--- config.mk ---
export PLATFORM = sky130hd
export DESIGN_NAME = keypad_scan_controller
export DESIGN_NICKNAME = d
export VERILOG_FILES = /design/src/rtl/keypad_pkg.sv /design/src/rtl/keypad_scanner.sv /design/src/rtl/keypad_scan_controller.sv
export SDC_FILE = /design/constraint.sdc
export NUM_CORES = 1
export LEC_CHECK = 0
export ABC_AREA = 1
export BUFFER_PORTS_ARGS = -buffer_cell sky130_fd_sc_hd__buf_4
export CORE_MARGIN = 3
export CORE_UTILIZATION = 45
export DETAILED_ROUTE_END_ITERATION = 8
export PLACE_DENSITY = 0.59
export SYNTH_ARGS = -nofsm -noshare
export SYNTH_HDL_FRONTEND = slang
export SYNTH_HIERARCHICAL = 1
export SYNTH_SLANG_ARGS = --single-unit
--- constraint.sdc ---
create_clock -name clk -period 3.7 [get_ports clk]
set_clock_uncertainty 0.1 [all_clocks]
set_input_delay 0.74 -clock clk [delete_from_list [all_inputs] [get_ports clk]]
set_output_delay 0.74 -clock clk [all_outputs]
set_load 0.01 [all_outputs]
--- src/rtl/keypad_pkg.sv ---
// keypad_pkg: shared definitions for the 4x4 calculator keypad.
//   - kp_state_t  : debounce FSM state encoding
//   - scan_kind_t : per-scan reduction result (none / single / multi)
//   - KEY_0..KEY_F: keycode constants
//   - LINE_0..3   : one-hot column/row line constants
//   - key_lookup  : (column, row) -> keycode, shared with the keypad decoder
package keypad_pkg;

  typedef enum logic [1:0] {
    IDLE      = 2'd0,
    PRESS_CHK = 2'd1,
    HELD      = 2'd2,
    REL_CHK   = 2'd3
  } kp_state_t;

  typedef enum logic [1:0] {
    SCAN_NONE   = 2'd0,
    SCAN_SINGLE = 2'd1,
    SCAN_MULTI  = 2'd2
  } scan_kind_t;

  localparam logic [3:0] KEY_0 = 4'h0;
  localparam logic [3:0] KEY_1 = 4'h1;
  localparam logic [3:0] KEY_2 = 4'h2;
  localparam logic [3:0] KEY_3 = 4'h3;
  localparam logic [3:0] KEY_4 = 4'h4;
  localparam logic [3:0] KEY_5 = 4'h5;
  localparam logic [3:0] KEY_6 = 4'h6;
  localparam logic [3:0] KEY_7 = 4'h7;
  localparam logic [3:0] KEY_8 = 4'h8;
  localparam logic [3:0] KEY_9 = 4'h9;
  localparam logic [3:0] KEY_A = 4'hA;
  localparam logic [3:0] KEY_B = 4'hB;
  localparam logic [3:0] KEY_C = 4'hC;
  localparam logic [3:0] KEY_D = 4'hD;
  localparam logic [3:0] KEY_E = 4'hE;
  localparam logic [3:0] KEY_F = 4'hF;

  localparam logic [3:0] LINE_0 = 4'b0001;
  localparam logic [3:0] LINE_1 = 4'b0010;
  localparam logic [3:0] LINE_2 = 4'b0100;
  localparam logic [3:0] LINE_3 = 4'b1000;

  function automatic logic [3:0] key_lookup(input logic [1:0] col, input logic [1:0] row);
    logic [3:0] code;
    case ({col, row})
      4'h0: code = KEY_1;
      4'h1: code = KEY_4;
      4'h2: code = KEY_7;
      4'h3: code = KEY_E;
      4'h4: code = KEY_2;
      4'h5: code = KEY_5;
      4'h6: code = KEY_8;
      4'h7: code = KEY_0;
      4'h8: code = KEY_3;
      4'h9: code = KEY_6;
      4'hA: code = KEY_9;
      4'hB: code = KEY_F;
      4'hC: code = KEY_A;
      4'hD: code = KEY_B;
      4'hE: code = KEY_C;
      default: code = KEY_D;
    endcase
    return code;
  endfunction

endpackage

--- src/rtl/keypad_scanner.sv ---
// keypad_scanner: synchronizes the row lines, rotates the one-hot column
// drive, samples the rows on the last dwell cycle of each column and reduces
// one full scan to NONE / SINGLE(code) / MULTI.
//   clk, reset       : clock, synchronous active-high reset
//   rows[3:0]        : raw row lines (asynchronous)
//   columns[3:0]     : one-hot column drive
//   scan_done        : high on the column-3 sample cycle (scan result valid)
//   scan_kind        : NONE / SINGLE / MULTI for the completed scan
//   scan_code[3:0]   : keycode when scan_kind is SINGLE
module keypad_scanner
  import keypad_pkg::*;
#(
  parameter int SCAN_DIV = 1000
) (
  input  logic       clk,
  input  logic       reset,
  input  logic [3:0] rows,
  output logic [3:0] columns,
  output logic       scan_done,
  output scan_kind_t scan_kind,
  output logic [3:0] scan_code
);

  localparam int DW = $clog2(SCAN_DIV);

  logic [3:0]    rows_s1, rows_s2;
  logic [DW-1:0] dwell;
  logic [1:0]    col;
  logic [1:0]    acc_hits, samp_hits, total_hits;
  logic [3:0]    acc_code, samp_code, total_code;
  logic [2:0]    hit_sum;
  logic          sample_tc;

  // Dwell down-counter: 0 marks the first cycle of a column and reloads;
  // terminal count 1 is the last cycle, where the rows are sampled.
  assign sample_tc = (dwell == DW'(1));
  assign scan_done = sample_tc && (col == 2'd3);

  always_comb begin
    case (col)
      2'd0:    columns = LINE_0;
      2'd1:    columns = LINE_1;
      2'd2:    columns = LINE_2;
      default: columns = LINE_3;
    endcase
  end

  // Hit counts saturate at 2: anything above one is simply "multi".
  always_comb begin
    samp_hits = 2'd0;
    samp_code = 4'd0;
    for (int r = 0; r < 4; r++) begin
      if (rows_s2[r]) begin
        if (samp_hits != 2'd2) samp_hits = samp_hits + 2'd1;
        samp_code = key_lookup(col, 2'(r));
      end
    end
    hit_sum    = {1'b0, acc_hits} + {1'b0, samp_hits};
    total_hits = (hit_sum > 3'd1) ? 2'd2 : hit_sum[1:0];
    total_code = (acc_hits != 2'd0) ? acc_code : samp_code;
    case (total_hits)
      2'd0:    scan_kind = SCAN_NONE;
      2'd1:    scan_kind = SCAN_SINGLE;
      default: scan_kind = SCAN_MULTI;
    endcase
    scan_code = total_code;
  end

  always_ff @(posedge clk) begin
    if (reset) begin
      rows_s1  <= 4'd0;
      rows_s2  <= 4'd0;
      dwell    <= '0;
      col      <= 2'd0;
      acc_hits <= 2'd0;
      acc_code <= 4'd0;
    end else begin
      rows_s1 <= rows;
      rows_s2 <= rows_s1;
      dwell   <= (dwell == '0) ? DW'(SCAN_DIV - 1) : dwell - DW'(1);
      if (sample_tc) begin
        col <= col + 2'd1;
        if (col == 2'd3) begin
          acc_hits <= 2'd0;
          acc_code <= 4'd0;
        end else begin
          acc_hits <= total_hits;
          acc_code <= total_code;
        end
      end
    end
  end

endmodule

--- src/rtl/keypad_scan_controller.sv ---
// keypad_scan_controller: scans the 4x4 keypad, debounces whole scans and
// hands one keycode per press to the consumer over valid/ready.
//   clk, reset    : clock, synchronous active-high reset
//   rows[3:0]     : raw row lines (asynchronous)
//   columns[3:0]  : one-hot column drive
//   key_valid     : keycode available, held until accepted
//   key_ready     : consumer accepts when key_valid & key_ready
//   key_code[3:0] : accepted keycode, stable while key_valid
//   key_held      : accepted key still considered pressed
//   overflow      : one-cycle pulse when a press is dropped
//
// state     | meaning
// IDLE      | no key; waiting for a SINGLE scan
// PRESS_CHK | counting consecutive SINGLE scans of the candidate key
// HELD      | key accepted and still down; no auto-repeat
// REL_CHK   | counting consecutive non-SINGLE scans before release
module keypad_scan_controller
  import keypad_pkg::*;
#(
  parameter int SCAN_DIV       = 1000,
  parameter int DEBOUNCE_SCANS = 4
) (
  input  logic       clk,
  input  logic       reset,
  input  logic [3:0] rows,
  output logic [3:0] columns,
  output logic       key_valid,
  input  logic       key_ready,
  output logic [3:0] key_code,
  output logic       key_held,
  output logic       overflow
);

  localparam int CW = $clog2(DEBOUNCE_SCANS + 1);
  localparam logic [CW-1:0] DS_C = CW'(DEBOUNCE_SCANS);

  logic          scan_done;
  scan_kind_t    scan_kind;
  logic [3:0]    scan_code;
  kp_state_t     state, state_nxt;
  logic [CW-1:0] cnt, cnt_nxt, cnt_inc;
  logic [3:0]    cand, cand_nxt;
  logic          accept, single, hs;

  keypad_scanner #(.SCAN_DIV(SCAN_DIV)) u_scanner (
    .clk       (clk),
    .reset     (reset),
    .rows      (rows),
    .columns   (columns),
    .scan_done (scan_done),
    .scan_kind (scan_kind),
    .scan_code (scan_code)
  );

  assign single   = (scan_kind == SCAN_SINGLE);
  assign cnt_inc  = cnt + CW'(1);
  assign key_held = (state == HELD) || (state == REL_CHK);
  assign hs       = key_valid && key_ready;

  always_comb begin
    state_nxt = state;
    cnt_nxt   = cnt;
    cand_nxt  = cand;
    accept    = 1'b0;
    if (scan_done) begin
      case (state)
        IDLE: begin
          if (single) begin
            cand_nxt = scan_code;
            if (DEBOUNCE_SCANS == 1) begin
              accept    = 1'b1;
              state_nxt = HELD;
            end else begin
              cnt_nxt   = CW'(1);
              state_nxt = PRESS_CHK;
            end
          end
        end
        PRESS_CHK: begin
          if (!single) begin
            state_nxt = IDLE;
          end else if (scan_code != cand) begin
            cand_nxt = scan_code;
            cnt_nxt  = CW'(1);
          end else if (cnt_inc == DS_C) begin
            accept    = 1'b1;
            state_nxt = HELD;
          end else begin
            cnt_nxt = cnt_inc;
          end
        end
        HELD: begin
          if (!single) begin
            if (DEBOUNCE_SCANS == 1) begin
              state_nxt = IDLE;
            end else begin
              cnt_nxt   = CW'(1);
              state_nxt = REL_CHK;
            end
          end
        end
        default: begin
          if (single)                 state_nxt = HELD;
          else if (cnt_inc == DS_C)   state_nxt = IDLE;
          else                        cnt_nxt   = cnt_inc;
        end
      endcase
    end
  end

  always_ff @(posedge clk) begin
    if (reset) begin
      state <= IDLE;
      cnt   <= '0;
      cand  <= 4'd0;
    end else begin
      state <= state_nxt;
      cnt   <= cnt_nxt;
      cand  <= cand_nxt;
    end
  end

  // A handshake completing in the accept cycle frees the output slot.
  always_ff @(posedge clk) begin
    if (reset) begin
      key_valid <= 1'b0;
      key_code  <= 4'd0;
      overflow  <= 1'b0;
    end else begin
      overflow <= 1'b0;
      if (accept && key_valid && !hs) begin
        overflow <= 1'b1;
      end else if (accept) begin
        key_valid <= 1'b1;
        key_code  <= scan_code;
      end else if (hs) begin
        key_valid <= 1'b0;
      end
    end
  end

endmodule

==> metrics.md, run 1 <==
| Metric | Value |
|---|---|
| CTS Buf Count | 5 |
| Initial Utilization | about half |
| Grt ovf | 0 |
| Die W | between 70 and 80 um |
| Crit path launch type | register |
| DRC Markers | 0 |
| Synthesized area | approximately 2300 sq um |
| Path category of the worst min-delay check | reg -> reg |
| Critical path arrival | 3.22 ns |
| Most used cell, CP | nand2_1 |
| #FFs+latches synth | between 40 and 50 |
| DIE AREA | about 6000 sq um |
| Worst Setup Path Type | reg -> reg |
| Die Y | between 70 and 80 um |
| RR Startpoint | u_scanner/rows_s2[1] |
| CTS tree | built |
| Post-synth ARST share | 0% |
| Post-synth top area share | about a third |
| Largest net degree at the start of global routing | 25 |
| Crit path launch | u_scanner/rows_s2[1] |
| Initial antenna violation count | 0 |
| Area delta synth->final | 12.04% |
| Ports | 18 |
| Final Cycle Share | a little over four fifths |
| Deepest clock path buffer count | 2 |
| Max cap viols | 0 |
| Switch share | between 30% and 40% |
| Synth area leaders | dfxtp_1 (35%), nand2_1 (12%), inv_1 (8.9%), ha_1 (8.1%), nor2_1 (7.1%) |
| RSZ-0062 raised after global routing | no |
| Synth Warn # | 6 |
| Core ar. | 4848 sq um |
| Placement Rows | 25 |
| Final ANT Viol Nets | 0 |
| Maximum vdd drop | between 0.0002 and 0.0003 V |
| Flop pwr share | between 40% and 50% |
| PostCTS Resize Cnt | 0 |
| Max-slew violation count | 0 |
| Max incr delay on CP | ~0.48 ns |
| First-pass GRT wire length | roughly 7900 um |
| Mapped Nets | 350 |
| Root Driver | clkbuf_8 |
| Worst setup margin | between 0.5 and 0.6 ns |
| Detailed-route wire length per cell | 10.72 um |
| # clock sinks | 41 |
| Cts hold-fix bufs | 0 |
| Final hold viol count | 0 |
| Crit-path cells | inv_1 -> ha_1 -> mux2i_1 -> ha_1 -> nand2_1 -> o21ai_0 -> ha_1 -> inv_1 -> fa_1 -> nand2_1 -> nor2_1 -> nand2_1 -> nand2_1 -> nand2_1 -> nand2_1 -> inv_2 -> nand2_1 -> nand2_1 -> o21ai_0 -> nor2_1 |
| Sequential share of the synthesized area | approximately a third |
| Placer Congestion | between 0.8 and 0.9 |
| Yosys cell types | 31 |
| Gate power share | 35.4% |
| Number of vias per cell | 4.658 |
| Final net count | 370 |
| WL final | 4448 um |
| Fmax | roughly 320 MHz |
| P_leak | between 1 and 1.5 nW |
| Share of layout cells above drive strength 1 | between 10% and 20% |
| PD cells | 497.2 nW/um^2 |
| Area leader, netlist | dfxtp_1 |
| Top-count cell post-synth | nand2_1 |
| Outcome | complete, no violations |
| Worst EP required | between 3 and 4 ns |
| DRT iter0 DRCs | 65 |
| Post-CTS Setup Inserts | 0 |
| Clk pwr share | between 20% and 30% |
| Final setup viols | 0 |
| Setup WS pre-CTS | a little under 0.6 ns |
| Ant. Diodes | 0 |
| Crit-path max FO | 4 |
| Fin crit period | about 3.1 ns |
| Avg Synthesized Cell Area | 7.117 sq um |
| Port buffer count | 17 |
| Int Power | 0.0007959 W |
| Hold_sp | u_scanner/rows_s1[3] |
| Clock H-tree levels | 2 |
| DP HPWL | about 3400 um |
| Type of element capturing the critical path | register |
| EDFF count, synth | 0 |
| Post-Synthesis Cells | roughly 330 |
| Primary FF master, synth | dfxtp_1 |
| DR pass1 iterations | 4 |
| Clock transition at path regs | ~0.08 ns |
| Number of global-route vias before repair | 1768 |
| Setup_tns | 0 ns |
| Highest-delay cell along the critical path | fa_1 |
| Psw | approximately 0.00050 W |
| Post-synth top cells | nand2_1 (74), inv_1 (55), nor2_1 (44) |
| Gr usage total | approximately 16% |
| Clock latency on the worst-skew pair | between 0.2 and 0.3 ns |
| DR vias | ~1900 |
| Max_slew headroom | 76.68% |
| Least-Margin Pin Slew | 0.3497 ns |
area by class of cell:
cell class	instances	area, sq um
timing repair buffer	17	127.6
clock buffer	5	68.82
clock inverter	3	17.52
multi-input combinational	223	1267
sequential	41	820.8
tap	67	83.83
fill	513	2241
inverter	59	221.5
power groups by stage:
stage                     Combinational, W  Sequential (W)  Clock, W
after global placement            0.000458        0.000557         0
after global routing              0.000533        0.000556  0.000321
after detailed placement          0.000462        0.000559         0
after CTS                         0.000464        0.000549  0.000302
final                             0.000459        0.000549  0.000288
after floorplan                   0.000373        0.000549         0
worst max-delay path, delay by kind of cell, from the launching register on:
kind,cells,cell delay [ns]
adders and majority gates,4,1.10
buffers and inverters,3,0.21
muxes,1,0.17
DFF,1,0.37
and+or+nand+nor,10,0.95
AOI/OAI and AO/OA,2,0.14
metrics by stage:
| step | power (W) | hold WS (ns) | cell area, sq um | utilization, % | cells |
|---|---|---|---|---|---|
| 3_5_place_dp | 0.001020 | 0.3062 | 2521 | 52.00 | 407 |
| 5_1_grt | 0.001410 | 0.3320 | 2608 | 53.78 | 415 |
| 6_report | 0.001296 | 0.3125 | 2608 | 53.78 | 415 |
| 2_1_floorplan | 0.0009221 | 0.2883 | 2327 | - | 327 |
| 3_3_place_gp | 0.001015 | 0.2892 | 2521 | 52.00 | 407 |
| 4_1_cts | 0.001315 | 0.3181 | 2608 | 53.78 | 415 |
per-layer routing:
metal / track usage (%) / part of all wire (%)
met5: 0 / 0
met1: 21.74 / 51
met2: 25.43 / 45
met4: 5.245 / 1.3
met3: 3.828 / 3.1
worst paths after layout:
kind                                        endpoint  slack, ns  cells past startpoint
worst max-delay path                          cnt[2]       0.57                     20
worst min-delay path            u_scanner/rows_s2[3]       0.31                      2
worst max register to register                cnt[2]       0.57                     20
worst min register to register  u_scanner/rows_s2[3]       0.31                      2
flip-flops by register name, indices dropped and copies added, names as in the netlist, 2 cells and up, named ones only:
| name | flops |
|---|---|
| u_scanner/dwell | 10 |
| cand | 4 |
| key_code | 4 |
| u_scanner/acc_code | 4 |
| u_scanner/rows_s1 | 4 |
| u_scanner/rows_s2 | 4 |
| cnt | 3 |
| u_scanner/acc_hits | 2 |
| u_scanner/col | 2 |
placed cells by master (no fill, tap or decap), types with 4 or more instances in the layout:
cell type and n:
nand3_1 12, inv_1 55, dfxtp_1 41, nand2_2 6
clkbuf_8 5, buf_4 17, nor2_1 44, o21ai_0 18
a21oi_1 20, inv_2 4, ha_1 15, nand2_1 74
nor2_4 8, nand4_1 5
cell families (layout without fill, tap and decap cells):
group,Yosys count,after routing,share of synthesized area (%)
XOR/XNOR,1,1,0.3764
AND/OR/NAND/NOR,161,161,33.98
buffers and inverters,63,84,10.27
adder cells (fa/ha/maj),16,16,8.925
multiplexers,1,1,0.4301
flip-flops,41,41,35.27
AO/OA/AOI/OAI,44,44,10.75
Power figures use the tool's default switching activity.
==> inputs of run 2 (changes only) <==
Settings changed: ABC_AREA 1 to 0.
Clock period 3.7 ns to 3 ns, I/O delays scaled along.
==> run 2 against run 1 <==
Effect of this change:
- the run now ends with negative setup slack left
- die area fell by 4.9%
- total power rose by 24%
- design area rose by 5.9%
- non-clock buffer count rose by 22
- global-route usage fell by 0.45 points
- largest power group unchanged
- sequential cell count did not move
- register-to-register slack got worse by 0.66 ns
- sequential power rose by 26%
- highest routed layer unchanged
==> metrics.md, run 2 <==
| Metric | Value |
|---|---|
| Layout fillers | between 300 and 400 |
| Clk pwr share | 22.4% |
| EDFF count, synth | 0 |
| Inst Count DP | 320 |
| Max_slew headroom | approximately three quarters |
| Mapped Nets | roughly 260 |
| Ports | 18 |
| Share of layout cells above drive strength 1 | 31.99% |
| R2R cell count | 14 |
| Largest net degree at the start of global routing | 30 |
| DIE AREA | 5772 sq um |
| Crit path launch type | register |
| Switch share | between 30% and 40% |
| Met1 Use GR | about a fifth |
| Type of element capturing the critical path | register |
| Placer Congestion | ~0.77 |
| RR Startpoint | u_scanner/rows_s2[1] |
| Max-slew violation count | 0 |
| Outcome | finished with violations |
| Final Cell Area | about 2800 sq um |
| Cts hold-fix bufs | 0 |
| Area leader, netlist | dfxtp_1 |
| DRC Markers | 0 |
| Die W | roughly 76 um |
| Grt met2 use | around a quarter |
| Worst setup margin | -0.09482 ns |
| Final core area utilization | 60.90% |
| Final Cycle Share | 103.2% |
| Core ar. | between 4000 and 5000 sq um |
| Fin crit period | 3.095 ns |
| Worst Setup EP | cnt[2] |
| RSZ-0062 raised after global routing | yes |
| Int Power | about 0.0011 W |
| Clock transition at path regs | ~0.08 ns |
| Ant. Diodes | 0 |
| Port buffer count | 17 |
| Post-synth top cells | dfxtp_1 (41), nand2_1 (22), nor2_1 (16) |
| Detailed-route wire length per cell | between 10 and 15 um |
| First-pass GRT wire length | roughly 7500 um |
| Top-count cell post-synth | dfxtp_1 |
| CP Depth | 14 |
| Setup_tns | -0.2469 ns |
| Post-synth top area share | a little under two fifths |
| Root Driver | clkbuf_8 |
| Area occupied by multi-input gates | ~1400 sq um |
| Final ANT Viol Nets | 0 |
| Post-Synthesis Cells | roughly 230 |
| CTS tree | built |
| Flop pwr share | between 40% and 50% |
| Fmax | around 320 MHz |
| Top reg by flops | u_scanner/dwell |
| Path category of the worst min-delay check | reg -> reg |
| GRT met3 Usage | approximately 3.8% |
| Worst EP required | roughly 3.1 ns |
| R2r setup slk | -0.09 ns |
| DP HPWL | ~3000 um |
| Initial Utilization | 48.59% |
| Worst R2R End | cnt[2] |
| Crit-path cells | inv_4 -> ha_4 -> mux2i_4 -> ha_2 -> inv_2 -> mux2i_1 -> ha_2 -> inv_2 -> fa_1 -> and3_4 -> nand4bb_4 -> a21boi_4 -> or4_4 -> a21oi_2 |
| Die Y | roughly 76 um |
| Placement Rows | 24 |
| Initial antenna violation count | 0 |
| Gr usage total | between 10% and 20% |
| Synth area leaders | dfxtp_1 (37%), ha_1 (8.5%), mux2i_1 (5.0%), nand2_1 (3.7%), a21oi_1 (3.2%) |
| Failing checks | negative setup slack |
| Avg Synthesized Cell Area | 9.456 sq um |
| Largest register FFs | 10 |
| Area delta synth->final | 25.33% |
| DR vias | between 1500 and 2000 |
| Worst Setup Path Type | reg -> reg |
| Post-synth ARST share | 0% |
| Fin cells | 337 |
| DR pass1 iterations | 4 |
| Clock latency on the worst-skew pair | 0.29 ns |
| Clock H-tree levels | 2 |
| Final setup viols | 5 |
| Least-Margin Pin Slew | 0.3807 ns |
| Highest-delay cell along the critical path | fa_1 |
| PD cells | just under 600 nW/um^2 |
| Primary FF master, synth | dfxtp_1 |
| Number of global-route vias before repair | 1661 |
| P_leak | 1.140 nW |
| Synthesized area | ~2200 sq um |
| Buf/Inv on CP | 3 |
| DRT iter0 DRCs | 72 |
| GR peak layer | met2 |
| Sequential share of the synthesized area | about 37% |
| Most common cell after layout, fill and taps aside | dfxtp_1 |
| Most frequent cells in the layout | dfxtp_1 (39), buf_4 (38), nand2_1 (20), nor2_1 (16) |
| Crit path launch | u_scanner/rows_s2[1] |
| Critical path arrival | 3.22 ns |
| Final net count | slightly below 300 |
| Maximum vdd drop | between 0.0003 and 0.0004 V |
| Number of vias per cell | between 5 and 6 |
| CTS Buf Count | 5 |
| Yosys cell types | 55 |
| Grt ovf | 0 |
| Deepest clock path buffer count | 2 |
| Max incr delay on CP | 0.51 ns |
| #FFs+latches synth | between 40 and 50 |
| # clock sinks | 41 |
| Gate power share | a little over a third |
| Psw | roughly 0.00055 W |
| WL final | 4295 um |
| DP Area | 2494 sq um |
| Synth Warn # | 6 |
| Setup WS pre-CTS | -0.1666 ns |
| Max cap viols | 0 |
| Reg area | 828.3 sq um |
| Top delay family on crit path | adder cells |
| Final hold viol count | 0 |
| Crit-path max FO | 6 |
## run 2: cell count changes in the layout (fill, tap and decap cells not counted), moves of 13 or more
cell,change
o21ai_0,-13
inv_1,-45
nand2_1,-54
nor2_1,-28
buf_4,+21
## run 2: worst min-delay path by stage
| stage | start | to | slack (ns) | depth (start not counted) |
|---|---|---|---|---|
| 6_report | u_scanner/rows_s1[1] | u_scanner/rows_s2[1] | 0.34 | 1 |
| 5_1_grt | u_scanner/rows_s1[1] | u_scanner/rows_s2[1] | 0.35 | 1 |
| 4_1_cts | u_scanner/rows_s1[1] | u_scanner/rows_s2[1] | 0.35 | 1 |
| 3_5_place_dp | u_scanner/rows_s1[2] | u_scanner/rows_s2[2] | 0.33 | 1 |
| 3_3_place_gp | u_scanner/rows_s1[2] | u_scanner/rows_s2[2] | 0.33 | 1 |
| 2_1_floorplan | u_scanner/rows_s1[0] | u_scanner/rows_s2[0] | 0.31 | 1 |
## run 2: area by class of cell
cell class | instances | area share [%]
multi-input cells | 171 | 51.11
well taps | 65 | 2.945
flip-flops and latches | 41 | 30.00
inverters | 14 | 2.084
clock buffers | 7 | 3.126
repair buffers | 39 | 10.74
## run 2: through the flow
| step | total power [W] | hold slack [ns] |
|---|---|---|
| finish | 0.001613 | 0.3445 |
| CTS | 0.001616 | 0.3465 |
| global placement | 0.001224 | 0.3273 |
| floorplan | 0.001103 | 0.3124 |
| detailed placement | 0.001229 | 0.3315 |
| global route | 0.001729 | 0.3525 |
## run 2: per-layer routing
layer / up-vias / part of all wire [%]
li1: 896 / -
met1: 810 / 50
met2: 18 / 47
met3: 5 / 2.8
met4: 0 / 0.86
met5: - / 0
## run 2: kinds of logic after synthesis
kind of cell             count (synthesis)  share of synthesized area, %
AO/OA/AOI/OAI                           47                         16.13
XOR/XNOR                                10                         3.975
adder cells (fa/ha/maj)                 16                         9.426
buffers and inverters                   21                         3.861
flip-flops                              41                         37.25
multiplexers                            11                         4.997
AND/OR/NAND/NOR                         87                         24.36
## run 2: timing repair
item | CTS | global route
pin swaps | 5 | 8
setup buffers | 5 | 5
resized for setup | 14 | 15
endpoints found under the setup margin | 12 | 15
## run 2: power by group through the flow
stage | Combinational, W | Sequential [W] | Clock [W]
after global routing | 0.000628 | 0.000702 | 0.000399
final | 0.000559 | 0.000691 | 0.000362
after CTS | 0.000546 | 0.000691 | 0.000379
after global placement | 0.000522 | 0.000702 | 0
after detailed placement | 0.000526 | 0.000704 | 0
after floorplan | 0.000416 | 0.000687 | 0
## run 2: worst reg2reg max path: stages, from the launching register on
cell and delay [ns]:
dfxtp_4 0.37, inv_4 0.05, ha_4 0.24, mux2i_4 0.15, ha_2 0.20, inv_2 0.03, mux2i_1 0.13, ha_2 0.19
inv_2 0.03, fa_1 0.51, and3_4 0.23, nand4bb_4 0.11, a21boi_4 0.17, or4_4 0.42, a21oi_2 0.11
==> inputs of run 3 (changes only) <==
Settings changed: PLACE_DENSITY 0.59 to not set, PLACE_DENSITY_LB_ADDON set to 0.1.
==> run 3 against run 2 <==
Effect of this change:
- the flow still finishes with violations (negative setup slack)
- register-to-register slack about the same
- total power up 3.0%
- die area unchanged
- wire length down 1.0%
- clock power up 17%
- highest routed layer unchanged
- sequential share of layout area up 0.46 points
- maximum frequency about the same
- critical endpoint unchanged
- design area down 1.4%
- worst hold slack worse by 0.0012 ns
- critical path depth up 2
- utilization down 0.83 points
- count of clock-buffer cells in the layout up 1
==> metrics.md, run 3 (synthesis results as in run 2) <==
| Metric | Value |
|---|---|
| CTS tree | built |
| Failing checks | negative setup slack |
| P_leak | 1.128 nW |
| Ant. Diodes | 0 |
| Fin cells | 333 |
| Final ANT Viol Nets | 0 |
| Top reg by flops | u_scanner/dwell |
| DP HPWL | between 2000 and 3000 um |
| Path category of the worst min-delay check | reg -> reg |
| Maximum vdd drop | 0.0002972 V |
| PD cells | approximately 610 nW/um^2 |
| Inst Count DP | 320 |
| Outcome | finished with violations |
| GR peak layer | met2 |
| Crit path launch type | register |
| Largest net degree at the start of global routing | 30 |
| DRT iter0 DRCs | 88 |
| First-pass GRT wire length | about 7300 um |
| RSZ-0062 raised after global routing | yes |
| Number of global-route vias before repair | about 1600 |
| Clock transition at path regs | around 0.08 ns |
| Least-Margin Pin Slew | 0.3621 ns |
| CTS Buf Count | 5 |
| Max_slew headroom | between 70% and 80% |
| Area occupied by multi-input gates | between 1000 and 1500 sq um |
| Placement Rows | 24 |
| Crit-path max FO | 7 |
| Most used cell, CP | ha_2 |
| Worst EP required | ~3.1 ns |
| Max incr delay on CP | approximately 0.5 ns |
| Most common cell after layout, fill and taps aside | dfxtp_1 |
| Largest register FFs | 10 |
| WL final | about 4300 um |
| Grt met2 use | roughly a quarter |
| Cts hold-fix bufs | 0 |
| Ports | 18 |
| Clock latency on the worst-skew pair | 0.29 ns |
| Critical path arrival | 3.22 ns |
| Crit-path cells | inv_4 -> buf_4 -> ha_4 -> nand2_2 -> o21ai_2 -> ha_2 -> inv_1 -> mux2i_1 -> ha_2 -> inv_2 -> fa_1 -> and3_4 -> nand4bb_4 -> a21boi_4 -> or4_1 -> a21oi_1 |
| Highest-delay cell along the critical path | fa_1 |
| Final net count | 290 |
| Setup WS pre-CTS | -0.1258 ns |
| DRC Markers | 0 |
| Final Cycle Share | 103.1% |
| Core ar. | 4534 sq um |
| Final setup viols | 3 |
| Die Y | roughly 76 um |
| Worst setup margin | -0.09441 ns |
| Final hold viol count | 0 |
| Deepest clock path buffer count | 2 |
| Max-slew violation count | 0 |
| DR pass1 iterations | 4 |
| Area delta synth->final | 23.62% |
| Clock H-tree levels | 2 |
| Share of layout cells above drive strength 1 | around 30% |
| Root Driver | clkbuf_8 |
| Port buffer count | 17 |
| Most frequent cells in the layout | dfxtp_1 (38), buf_4 (34), nand2_1 (21), nor2_1 (16), a21oi_1 (12) |
| Fin crit period | 3.094 ns |
| DR vias | around 1700 |
| DIE AREA | between 5000 and 6000 sq um |
| GRT met3 Usage | between 4 and 5% |
| Gr usage total | ~15% |
| # clock sinks | between 40 and 50 |
| Initial antenna violation count | 0 |
| Layout fillers | 401 |
| Max cap viols | 0 |
| Placer Congestion | roughly 0.76 |
| Reg area | approximately 830 sq um |
| Die W | ~76 um |
| Worst Setup Path Type | reg -> reg |
| Detailed-route wire length per cell | between 10 and 15 um |
| Number of vias per cell | 5.078 |
| Met1 Use GR | 20.10% |
| Grt ovf | 0 |
| Initial Utilization | approximately half |
| Fmax | ~320 MHz |
| Type of element capturing the critical path | register |
| Top delay family on crit path | adder cells |
| Power, Total | about 0.0017 W |
| Buf/Inv on CP | 4 |
-- run 3: worst register-to-register path: stages (launching register included) --
cell and delay, ns:
dfxtp_4 0.37, inv_4 0.06, buf_4 0.11, ha_4 0.13
nand2_2 0.05, o21ai_2 0.08, ha_2 0.18, inv_1 0.03
mux2i_1 0.16, ha_2 0.21, inv_2 0.04, fa_1 0.49
and3_4 0.22, nand4bb_4 0.11, a21boi_4 0.17, or4_1 0.39
a21oi_1 0.13
-- run 3: report_power, final --
group	total, W	internal (W)	switching [W]
clock network	0.000425	0.000238	0.000187
registers	0.000690	0.000613	0.0000768
logic	0.000547	0.000256	0.000291
total	0.00166	0.00111	0.000555
-- run 3: area by class of cell --
cell class / count / share of cell area [%]
clock buffer: 8 / 4.088
multi-input combinational: 171 / 50.99
inverter: 14 / 2.113
sequential: 41 / 30.45
tap: 65 / 2.986
timing repair buffer: 34 / 9.371
-- run 3: stage by stage --
stage               setup TNS (ns)  area (sq um)  utilization [%]  hold WS, ns
floorplan                 -0.04998          2227                -       0.3124
global placement          -0.06770          2494            54.99       0.3233
detailed placement         -0.4155          2494            54.99       0.3416
CTS                        -0.4948          2651            58.47       0.3451
global route                -2.030          2724            60.07       0.3637
finish                     -0.2097          2724            60.07       0.3433
-- run 3: worst paths after layout --
path	startpoint	endpoint	slack, ns	cells after the start
setup / recovery	u_scanner/rows_s2[0]	cnt[2]	-0.09	16
hold / removal	u_scanner/rows_s1[1]	u_scanner/rows_s2[1]	0.34	1
setup reg to reg	u_scanner/rows_s2[0]	cnt[2]	-0.09	16
hold reg to reg	u_scanner/rows_s1[1]	u_scanner/rows_s2[1]	0.34	1
-- run 3: routing by layer --
metal	part of all wire (%)	up-vias
met1	51	775
met2	44	25
met4	1.1	0
met3	4.0	6
li1	-	885
met5	0	-
-- run 3: timing repair --
| action | 4_1_cts | 5_1_grt |
|---|---|---|
| buffers inserted | 2 | 3 |
| endpoints found under the hold margin | 0 | 0 |
| endpoints found under the setup margin | 10 | 14 |
| pin swaps | 0 | 6 |
| resized for setup | 11 | 11 |
